===== src/rtl/serial_mem_bridge_if.sv =====
// Byte-UART, processor-pause and external-memory signals of the serial memory bridge.
// master = bridge side, slave = UART/processor/memory side.
interface serial_mem_bridge_if #(
   parameter int DATA_BYTES = 4,
   parameter int ADDR_BYTES = 4
);
   logic [7:0]              rx_data;
   logic                    rx_valid;
   logic [7:0]              tx_data;
   logic                    tx_start;
   logic                    tx_ready;
   logic                    pause_req;
   logic                    pause_ack;
   logic                    mem_ctrl;
   logic [8*ADDR_BYTES-1:0] mem_addr;
   logic [8*DATA_BYTES-1:0] mem_wdata;
   logic                    mem_write;
   logic                    mem_read;
   logic [8*DATA_BYTES-1:0] mem_rdata;
   logic                    force_rst;
   logic                    busy;
   logic                    error;

   modport master (
      input  rx_data, rx_valid, tx_ready, pause_ack, mem_rdata,
      output tx_data, tx_start, pause_req, mem_ctrl, mem_addr, mem_wdata,
             mem_write, mem_read, force_rst, busy, error
   );

   modport slave (
      output rx_data, rx_valid, tx_ready, pause_ack, mem_rdata,
      input  tx_data, tx_start, pause_req, mem_ctrl, mem_addr, mem_wdata,
             mem_write, mem_read, force_rst, busy, error
   );
endinterface


===== src/rtl/serial_mem_bridge.sv =====
// UART command bridge to processor memory: burst write/read, processor reset control, ping.
// Optional inter-byte timeout abort with NAK when RX_TIMEOUT_EN is defined.
module serial_mem_bridge #(
   parameter int DATA_BYTES     = 4,
   parameter int ADDR_BYTES     = 4,
   parameter int MEM_LATENCY    = 2,
   parameter int TIMEOUT_CYCLES = 1000000
) (
   input  logic                clk,
   input  logic                rst,
   serial_mem_bridge_if.master br
);
   localparam int DW = 8 * DATA_BYTES;
   localparam int AW = 8 * ADDR_BYTES;

   typedef enum logic [3:0] {
      IDLE, ADDR, LEN, WDATA, PAUSE, MEM_WR, MEM_RD, TX_WORD, TX_ACK
   } state_t;

   state_t          state_q, state_d;
   logic            is_wr_q, is_wr_d;
   logic            first_q, first_d;
   logic [AW-1:0]   addr_q, addr_d;
   logic [DW-1:0]   wdata_q, wdata_d;
   logic [DW-1:0]   rdata_q, rdata_d;
   logic [7:0]      cnt_q, cnt_d;
   logic [7:0]      bcnt_q, bcnt_d;
   logic [15:0]     lat_q, lat_d;
   logic [7:0]      resp_q, resp_d;
   logic [7:0]      tx_data_q, tx_data_d;
   logic            tx_start_q, tx_start_d;
   logic            pause_q, pause_d;
   logic            mctl_q, mctl_d;
   logic            mwr_q, mwr_d;
   logic            mrd_q, mrd_d;
   logic            frst_q, frst_d;
   logic            err_q, err_d;
`ifdef RX_TIMEOUT_EN
   logic [31:0]     to_q, to_d;
`endif

   always_comb begin
      state_d    = state_q;
      is_wr_d    = is_wr_q;
      first_d    = first_q;
      addr_d     = addr_q;
      wdata_d    = wdata_q;
      rdata_d    = rdata_q;
      cnt_d      = cnt_q;
      bcnt_d     = bcnt_q;
      lat_d      = lat_q;
      resp_d     = resp_q;
      tx_data_d  = tx_data_q;
      tx_start_d = 1'b0;
      pause_d    = pause_q;
      mctl_d     = mctl_q;
      mwr_d      = 1'b0;
      mrd_d      = mrd_q;
      frst_d     = frst_q;
      err_d      = err_q;
`ifdef RX_TIMEOUT_EN
      to_d       = '0;
`endif
      case (state_q)
         IDLE: if (br.rx_valid) begin
            bcnt_d = '0;
            resp_d = 8'h06;
            case (br.rx_data)
               8'h01: begin is_wr_d = 1'b1; state_d = ADDR; end
               8'h02: begin is_wr_d = 1'b0; state_d = ADDR; end
               8'h03: begin frst_d = 1'b0; state_d = TX_ACK; end
               8'h04: begin frst_d = 1'b1; state_d = TX_ACK; end
               8'h05: begin err_d = 1'b0; state_d = TX_ACK; end
               default: begin err_d = 1'b1; resp_d = 8'h15; state_d = TX_ACK; end
            endcase
         end
         ADDR: if (br.rx_valid) begin
            addr_d = (addr_q << 8) | AW'(br.rx_data);
            bcnt_d = bcnt_q + 8'd1;
            if (bcnt_q == 8'(ADDR_BYTES - 1)) begin
               bcnt_d  = '0;
               state_d = LEN;
            end
         end
         LEN: if (br.rx_valid) begin
            cnt_d   = br.rx_data;
            first_d = 1'b1;
            if (is_wr_q) begin
               state_d = WDATA;
            end else begin
               pause_d = 1'b1;
               state_d = PAUSE;
            end
         end
         WDATA: if (br.rx_valid) begin
            wdata_d = (wdata_q << 8) | DW'(br.rx_data);
            bcnt_d  = bcnt_q + 8'd1;
            if (bcnt_q == 8'(DATA_BYTES - 1)) begin
               bcnt_d = '0;
               // Only the first word needs the pause handshake; later words reuse it.
               if (first_q) begin
                  pause_d = 1'b1;
                  state_d = PAUSE;
               end else begin
                  mwr_d   = 1'b1;
                  state_d = MEM_WR;
               end
            end
         end
         PAUSE: if (br.pause_ack) begin
            mctl_d = 1'b1;
            if (is_wr_q) begin
               mwr_d   = 1'b1;
               state_d = MEM_WR;
            end else begin
               mrd_d   = 1'b1;
               lat_d   = '0;
               state_d = MEM_RD;
            end
         end
         MEM_WR: begin
            addr_d  = addr_q + AW'(DATA_BYTES);
            first_d = 1'b0;
            if (cnt_q == 8'd0) begin
               pause_d = 1'b0;
               mctl_d  = 1'b0;
               state_d = TX_ACK;
            end else begin
               cnt_d   = cnt_q - 8'd1;
               state_d = WDATA;
            end
         end
         MEM_RD: begin
            if (lat_q == 16'(MEM_LATENCY - 1)) begin
               rdata_d = br.mem_rdata;
               mrd_d   = 1'b0;
               bcnt_d  = '0;
               state_d = TX_WORD;
            end else begin
               lat_d = lat_q + 16'd1;
            end
         end
         TX_WORD: if (!tx_start_q && br.tx_ready) begin
            tx_start_d = 1'b1;
            tx_data_d  = rdata_q[DW-1 -: 8];
            rdata_d    = rdata_q << 8;
            bcnt_d     = bcnt_q + 8'd1;
            if (bcnt_q == 8'(DATA_BYTES - 1)) begin
               addr_d = addr_q + AW'(DATA_BYTES);
               if (cnt_q == 8'd0) begin
                  pause_d = 1'b0;
                  mctl_d  = 1'b0;
                  state_d = TX_ACK;
               end else begin
                  cnt_d   = cnt_q - 8'd1;
                  mrd_d   = 1'b1;
                  lat_d   = '0;
                  state_d = MEM_RD;
               end
            end
         end
         TX_ACK: if (!tx_start_q && br.tx_ready) begin
            tx_start_d = 1'b1;
            tx_data_d  = resp_q;
            state_d    = IDLE;
         end
         default: state_d = IDLE;
      endcase

      if (br.rx_valid && (state_q inside {PAUSE, MEM_WR, MEM_RD, TX_WORD, TX_ACK}))
         err_d = 1'b1;

`ifdef RX_TIMEOUT_EN
      if (state_q inside {ADDR, LEN, WDATA}) begin
         if (br.rx_valid) begin
            to_d = '0;
         end else if (to_q == 32'(TIMEOUT_CYCLES - 1)) begin
            pause_d = 1'b0;
            mctl_d  = 1'b0;
            err_d   = 1'b1;
            resp_d  = 8'h15;
            state_d = TX_ACK;
         end else begin
            to_d = to_q + 32'd1;
         end
      end
`endif
   end

   always_ff @(posedge clk or posedge rst) begin
      if (rst) begin
         state_q    <= IDLE;
         is_wr_q    <= 1'b0;
         first_q    <= 1'b0;
         addr_q     <= '0;
         wdata_q    <= '0;
         rdata_q    <= '0;
         cnt_q      <= '0;
         bcnt_q     <= '0;
         lat_q      <= '0;
         resp_q     <= 8'h06;
         tx_data_q  <= '0;
         tx_start_q <= 1'b0;
         pause_q    <= 1'b0;
         mctl_q     <= 1'b0;
         mwr_q      <= 1'b0;
         mrd_q      <= 1'b0;
         frst_q     <= 1'b1;
         err_q      <= 1'b0;
`ifdef RX_TIMEOUT_EN
         to_q       <= '0;
`endif
      end else begin
         state_q    <= state_d;
         is_wr_q    <= is_wr_d;
         first_q    <= first_d;
         addr_q     <= addr_d;
         wdata_q    <= wdata_d;
         rdata_q    <= rdata_d;
         cnt_q      <= cnt_d;
         bcnt_q     <= bcnt_d;
         lat_q      <= lat_d;
         resp_q     <= resp_d;
         tx_data_q  <= tx_data_d;
         tx_start_q <= tx_start_d;
         pause_q    <= pause_d;
         mctl_q     <= mctl_d;
         mwr_q      <= mwr_d;
         mrd_q      <= mrd_d;
         frst_q     <= frst_d;
         err_q      <= err_d;
`ifdef RX_TIMEOUT_EN
         to_q       <= to_d;
`endif
      end
   end

   assign br.tx_data   = tx_data_q;
   assign br.tx_start  = tx_start_q;
   assign br.pause_req = pause_q;
   assign br.mem_ctrl  = mctl_q;
   assign br.mem_addr  = addr_q;
   assign br.mem_wdata = wdata_q;
   assign br.mem_write = mwr_q;
   assign br.mem_read  = mrd_q;
   assign br.force_rst = frst_q;
   assign br.busy      = (state_q != IDLE);
   assign br.error     = err_q;
endmodule


===== src/flat_wrapper.sv =====
// flat-port wrapper written by rule: the top's interface ports become plain ports
module serial_mem_bridge_flat 
#(
   parameter int DATA_BYTES     = 4,
   parameter int ADDR_BYTES     = 4,
   parameter int MEM_LATENCY    = 2,
   parameter int TIMEOUT_CYCLES = 1000000
)
  (clk, rst, br_rx_data, br_rx_valid, br_tx_ready, br_pause_ack, br_mem_rdata, br_tx_data, br_tx_start, br_pause_req, br_mem_ctrl, br_mem_addr, br_mem_wdata, br_mem_write, br_mem_read, br_force_rst, br_busy, br_error);
  serial_mem_bridge_if #(.DATA_BYTES(DATA_BYTES), .ADDR_BYTES(ADDR_BYTES)) br_i ();
  input  logic clk;
  input  logic rst;
  input wire logic [$bits(br_i.rx_data)-1:0] br_rx_data;
  input wire logic [$bits(br_i.rx_valid)-1:0] br_rx_valid;
  input wire logic [$bits(br_i.tx_ready)-1:0] br_tx_ready;
  input wire logic [$bits(br_i.pause_ack)-1:0] br_pause_ack;
  input wire logic [$bits(br_i.mem_rdata)-1:0] br_mem_rdata;
  output wire logic [$bits(br_i.tx_data)-1:0] br_tx_data;
  output wire logic [$bits(br_i.tx_start)-1:0] br_tx_start;
  output wire logic [$bits(br_i.pause_req)-1:0] br_pause_req;
  output wire logic [$bits(br_i.mem_ctrl)-1:0] br_mem_ctrl;
  output wire logic [$bits(br_i.mem_addr)-1:0] br_mem_addr;
  output wire logic [$bits(br_i.mem_wdata)-1:0] br_mem_wdata;
  output wire logic [$bits(br_i.mem_write)-1:0] br_mem_write;
  output wire logic [$bits(br_i.mem_read)-1:0] br_mem_read;
  output wire logic [$bits(br_i.force_rst)-1:0] br_force_rst;
  output wire logic [$bits(br_i.busy)-1:0] br_busy;
  output wire logic [$bits(br_i.error)-1:0] br_error;
  assign br_i.rx_data = br_rx_data;
  assign br_i.rx_valid = br_rx_valid;
  assign br_i.tx_ready = br_tx_ready;
  assign br_i.pause_ack = br_pause_ack;
  assign br_i.mem_rdata = br_mem_rdata;
  assign br_tx_data = br_i.tx_data;
  assign br_tx_start = br_i.tx_start;
  assign br_pause_req = br_i.pause_req;
  assign br_mem_ctrl = br_i.mem_ctrl;
  assign br_mem_addr = br_i.mem_addr;
  assign br_mem_wdata = br_i.mem_wdata;
  assign br_mem_write = br_i.mem_write;
  assign br_mem_read = br_i.mem_read;
  assign br_force_rst = br_i.force_rst;
  assign br_busy = br_i.busy;
  assign br_error = br_i.error;
  serial_mem_bridge #(.DATA_BYTES(DATA_BYTES), .ADDR_BYTES(ADDR_BYTES), .MEM_LATENCY(MEM_LATENCY), .TIMEOUT_CYCLES(TIMEOUT_CYCLES)) u_core (.clk(clk), .rst(rst), .br(br_i));
endmodule

===== config.mk =====
export PLATFORM = sky130hd
export DESIGN_NAME = serial_mem_bridge_flat
export DESIGN_NICKNAME = d
export VERILOG_FILES = /design/src/rtl/serial_mem_bridge_if.sv /design/src/rtl/serial_mem_bridge.sv /design/src/flat_wrapper.sv
export SDC_FILE = /design/constraint.sdc
export NUM_CORES = 1
export LEC_CHECK = 0
export CORE_UTILIZATION = 30
export DETAILED_ROUTE_END_ITERATION = 8
export PLACE_DENSITY = 0.62
export SLEW_MARGIN = 30
export SYNTH_ARGS = -nofsm -noshare
export SYNTH_HDL_FRONTEND = slang
export SYNTH_SLANG_ARGS = --single-unit

===== constraint.sdc =====
create_clock -name clk -period 6.9 [get_ports clk]
set_input_delay 0.69 -clock clk [delete_from_list [all_inputs] [get_ports clk]]
set_output_delay 0.69 -clock clk [all_outputs]
set_load 0.01 [all_outputs]

== After elaboration in Yosys (flattened, before gate mapping) ==
Cells that the tools add are included.

* Bits in registers: 157
* Bits of input ports: 45
* Output and inout port bits: 80
* Word-level logic and storage cells: 181

* Add/subtract/negate cells: 4
* Eq/ne operators: 33
* Mux-type cells: 83
* Bitwise operators: 2
* Reduce and logical (&&, ||, !) cells: 41

{| class="wikitable"
|+ Operator list
! operator !! number
|-
| $mux 32 || 5
|-
| $mux 16 || 6
|-
| $pmux 32 s3 || 1
|-
| $mux 8 || 11
|-
| $or 32x8->32 || 2
|-
| $pmux 32 s2 || 1
|-
| $mux 4 || 14
|-
| $pmux 16 s3 || 1
|-
| $pmux 4 s9 || 1
|-
| $add 32x3->32 const B || 1
|-
| $pmux 8 s4 || 1
|-
| $mux 1 || 29
|-
| $eq 8x2->1 const B || 3
|-
| $pmux 8 s3 || 1
|-
| $ne 2x1->1 const B || 9
|-
| $ne 2x2->1 const B || 9
|-
| $add 16x1->16 const B || 1
|-
| $eq 16x1->1 const B || 1
|-
| $eq 4x3->1 const B || 4
|-
| $eq 8x3->1 const B || 2
|-
| $pmux 8 s2 || 1
|-
| $reduce_and 3->1 || 5
|-
| $reduce_and 7->1 || 2
|-
| $reduce_bool 2->1 || 7
|-
| other kinds (27) || 45
|}

== Longest topological paths before layout ==
* Depth in word-level cells: 6
* Depth in mapped cells: 9
* Depth with buffers taken out: 7

== Worst setup path before layout ==
No wires, ideal clock.

* Path type: register to register
* Start: register u_core.bcnt_q[0]
* End: register u_core.lat_q[15]
* Setup time: 0.124 ns
* Data arrival time: 2.388 ns
* Data required time: 6.776 ns
* Setup slack: 4.388 ns
* Cell stages (with the launch flop): 9
* Buffers on the path: 2
* Clock period less this slack: 2.512 ns
* Path through: dfrtp_1 > ha_1 > or3b_2 > or3_1 > buf_2 > a211o_1 > or2_1 > buf_2 > a211o_1

* Longest elaborated chain between the ends: 3

{| class="wikitable"
|+ Ends and longest elaborated chain
! element !! line !! source
|-
| start: declaration || serial_mem_bridge.sv:27 || <nowiki>logic [7:0] bcnt_q, bcnt_d;</nowiki>
|-
| start signal: assignment || serial_mem_bridge.sv:221 || <nowiki>bcnt_q <= bcnt_d;</nowiki>
|-
| $eq 8x2->1 || serial_mem_bridge.sv:148 || <nowiki>if (bcnt_q == 8'(DATA_BYTES - 1)) begin</nowiki>
|-
| $ne 2x1->1 (no source line) || -- ||
|-
| $reduce_and 7->1 (no source line) || -- ||
|-
| end signal: assignment || serial_mem_bridge.sv:222 || <nowiki>lat_q <= lat_d;</nowiki>
|-
| end: declaration || serial_mem_bridge.sv:28 || <nowiki>logic [15:0] lat_q, lat_d;</nowiki>
|}

No other way between the ends.
A chain may end at the register's enable or synchronous reset.

== Worst setup path after layout ==
* Start: register u_core.state_q[0]
* End: output br_busy

* Longest elaborated chain between the ends: 1

{| class="wikitable"
|+ Ends and longest elaborated chain
! element !! line !! source
|-
| start: declaration || serial_mem_bridge.sv:20 || <nowiki>state_t state_q, state_d;</nowiki>
|-
| start signal: assignment || serial_mem_bridge.sv:214 || <nowiki>state_q <= state_d;</nowiki>
|-
| $reduce_bool 4->1 || serial_mem_bridge.sv:247 || <nowiki>assign br.busy = (state_q != IDLE);</nowiki>
|-
| end: declaration || flat_wrapper.sv:27 || <nowiki>output wire logic [$bits(br_i.busy)-1:0] br_busy;</nowiki>
|}

No other way between the ends.

==> reports/metrics.cfg <==
[floorplanning]
rows = 58
core_area_sq_mm = 0.0253
initial_core_util = 0.306
ioPinCount = 125
fp.dieArea_sq_mm = 0.0264
dieHeight_microns = 163
die_w_microns = 163

[placed_design]
dp_cells = 1223
dp_hpwl_mm = 13.9
gp_congestion = 0.855
pre_cts_ws_ps = 3580
port_buffers = 124

[routing]
drtIter0Drc = 462
drc = 0
via_per_inst = 5.34
dr.pass1.iters = 7
wl_per_cell_microns = 16.6
drt_wl_total_mm = 20.9
ant_nets = 0
vias = 6703

[clock_tree]
clock_sinks = 151
hold_buffers = 0
cts_tree = built
cts_buffers = 17
cts_resized = 0
clockBufferDepth = 2
clock_latency_ps = 430
cts_root_buffer = clkbuf_16
path_clk_slew_ps = 70
htreeDepth = 4
postCtsSetupBuffers = 0

[worst_setup_path]
cpPeakStageDelay_ps = 710
worstSetupEndpoint = br_busy
critPathKind = flip-flop to primary output
rr_worst_depth = 5
cp_num_cells = 3
regToRegSetupSlack_ps = 3880
critPathCaptureType = primary output
path_max_fanout = 30
crit_chain = nor4_1, inv_1, clkdlybuf4s50_1
critPathTopFamily = flip-flops
slowest_stage = dfrtp_1
critPathLaunch = u_core.state_q[0]$_DFFE_PP0P_
critPathBufInv = 2
worst_r2r_endpoint = u_core.bcnt_q[7]$_DFFE_PP0P_
rr_startpoint = u_core.state_q[0]$_DFFE_PP0P_
crit_arrival_ps = 2470
crit_path_start_kind = flip-flop
critPathRequiredTime_ps = 6210

[sta]
setup_ws_ps = 3740
hold_violations = 0
final-setup-viol-count = 0
finalCritPeriodShare = 0.457
slew-limit-headroom = 0.413
clock_skew_ps = 14.1
fmax_mhz = 317
tns_ps = 0
slew_viol_final = 0
finalCriticalPeriod_ps = 3160
worst_pin_slew_ps = 880
rsz0062_at_grt = no

[global_route]
grt_overflow_total = 0
track_usage = 0.162
grt_pass1_wl_mm = 34.3
grt_max_degree = 84
antenna_found_initial = 0
grt_pass1_vias = 6514

[synthesis]
syn_inst = 811
async_reset_ff_frac = 1.00
syn_nets = 861
synth_seq_cells = 151
netlist_top_cells_count = dfrtp_1, o21ai_0, nand2_1
syn_avg_cell_area_sq_um = 9.53
synth_top_area_frac = 0.482
ys_seq_area_frac = 0.489
synth_flop_cell = dfrtp_1
yosys.cell_types.count = 68
ys_warn_count = 0
synth_top_cell_by_area = dfrtp_1
synth_area_leaders = dfrtp_1, o21ai_0, mux2_2, nand2_1, mux2i_1
synth_edf_count = 0
yosysMostFrequentCell = dfrtp_1
syn_area_sq_mm = 0.00773

[final_layout]
diodes = 0
final_nets = 963
area_growth_pct = 28.8
drive_above_1_share = 0.0983
fin_cells = 1256

[power]
p_leak_uw = 0.00425
power.share.clock = 0.249
intPower_uw = 2550
power.total_uw = 4060
p_comb_frac = 0.367
vdd_ir_drop_max_mv = 0.182
p_switching_uw = 1510
seq_power_share = 0.385
sw_frac_of_total = 0.371
pwr_density_cell_mw_per_mm2 = 408

[worst_hold_path]
hold_class = flip-flop to flip-flop

[run_status]
status = finished clean

[run]
drv_cap = 0

## flip-flops by register name (all words and copies together) (netlist names), 4 cells and up
register,flops
u_core.cnt_q,8
u_core.state_q,4
u_core.br.mem_wdata,32
u_core.br.mem_addr,32
u_core.bcnt_q,8
u_core.br.tx_data,8
u_core.lat_q,16
u_core.rdata_q,32
## cells in the final DEF (no fill, tap or decap), drive strengths merged, types with 17 or more instances in the layout
cell / synthesis / final
a21oi: 43 / 43
inv: 15 / 25
nand3: 24 / 24
mux2i: 25 / 25
nor2: 44 / 44
mux2: 34 / 34
dfrtp: 149 / 149
clkbuf: 43 / 17
clkdlybuf4s50: 0 / 124
o21ai: 104 / 104
nand2: 96 / 96
## layout make-up
class | instances | area (sq um)
clock buffer | 17 | 425
clock inverter | 15 | 203
fill | 2553 | 15300
inverter | 15 | 61.3
multi-input combinational | 595 | 3750
sequential | 151 | 3780
tap | 330 | 413
timing repair buffer | 133 | 1330
## power by group through the flow
stage,combinational (uW),sequential [uW],clock [uW]
floorplan,837,1530,0
global placement,1460,1570,0
detailed placement,1480,1580,0
CTS,1490,1560,1040
global route,1660,1620,1070
finish,1490,1560,1010
## logic make-up after synthesis
group | count (synthesis) | share of synthesized area
AO/OA/AOI/OAI | 252 | 0.206
XOR/XNOR | 4 | 0.00453
adder cells (fa/ha/maj) | 5 | 0.00809
buffers and inverters | 65 | 0.0322
flip-flops | 151 | 0.489
multiplexers | 59 | 0.0819
AND/OR/NAND/NOR | 275 | 0.178
## per-layer routing
| layer | up-vias | share of wire | track usage |
|---|---|---|---|
| met1 | 3289 | 0.47 | 0.222 |
| met3 | 19 | 0.061 | 0.0489 |
| met4 | 0 | 0.014 | 0.0399 |
| met5 | - | 0 | 0 |
| li1 | 3210 | - | - |
| met2 | 185 | 0.46 | 0.250 |
## metrics by stage
stage	area, sq um	hold slack (ps)	util
finish	9960	479	0.394
CTS	9920	485	0.393
global route	9960	508	0.394
global placement	9280	460	0.367
detailed placement	9290	469	0.368
floorplan	7730	441	-
## worst reg2reg max path, delay by kind of cell, from the launching register on
| family | cells | cell delay, ps |
|---|---|---|
| AO/OA/AOI/OAI | 4 | 1550 |
| flip-flops | 1 | 920 |
| AND/OR/NAND/NOR | 1 | 460 |
## how the worst min path moves through the flow
| stage | startpoint | to | slack [ps] | depth (start not counted) |
|---|---|---|---|---|
| after floorplan | u_core.resp_q[0]$_DFFE_PP0P_ | u_core.resp_q[0]$_DFFE_PP0P_ | 440 | 1 |
| after global placement | u_core.rdata_q[10]$_DFFE_PP0P_ | u_core.rdata_q[10]$_DFFE_PP0P_ | 460 | 2 |
| after detailed placement | u_core.rdata_q[10]$_DFFE_PP0P_ | u_core.rdata_q[10]$_DFFE_PP0P_ | 470 | 2 |
| after CTS | u_core.rdata_q[14]$_DFFE_PP0P_ | u_core.rdata_q[14]$_DFFE_PP0P_ | 490 | 2 |
| after global routing | u_core.rdata_q[1]$_DFFE_PP0P_ | u_core.rdata_q[1]$_DFFE_PP0P_ | 510 | 2 |
| final | u_core.rdata_q[13]$_DFFE_PP0P_ | u_core.rdata_q[13]$_DFFE_PP0P_ | 480 | 2 |
Note: power is estimated with default switching activity, not from simulation.
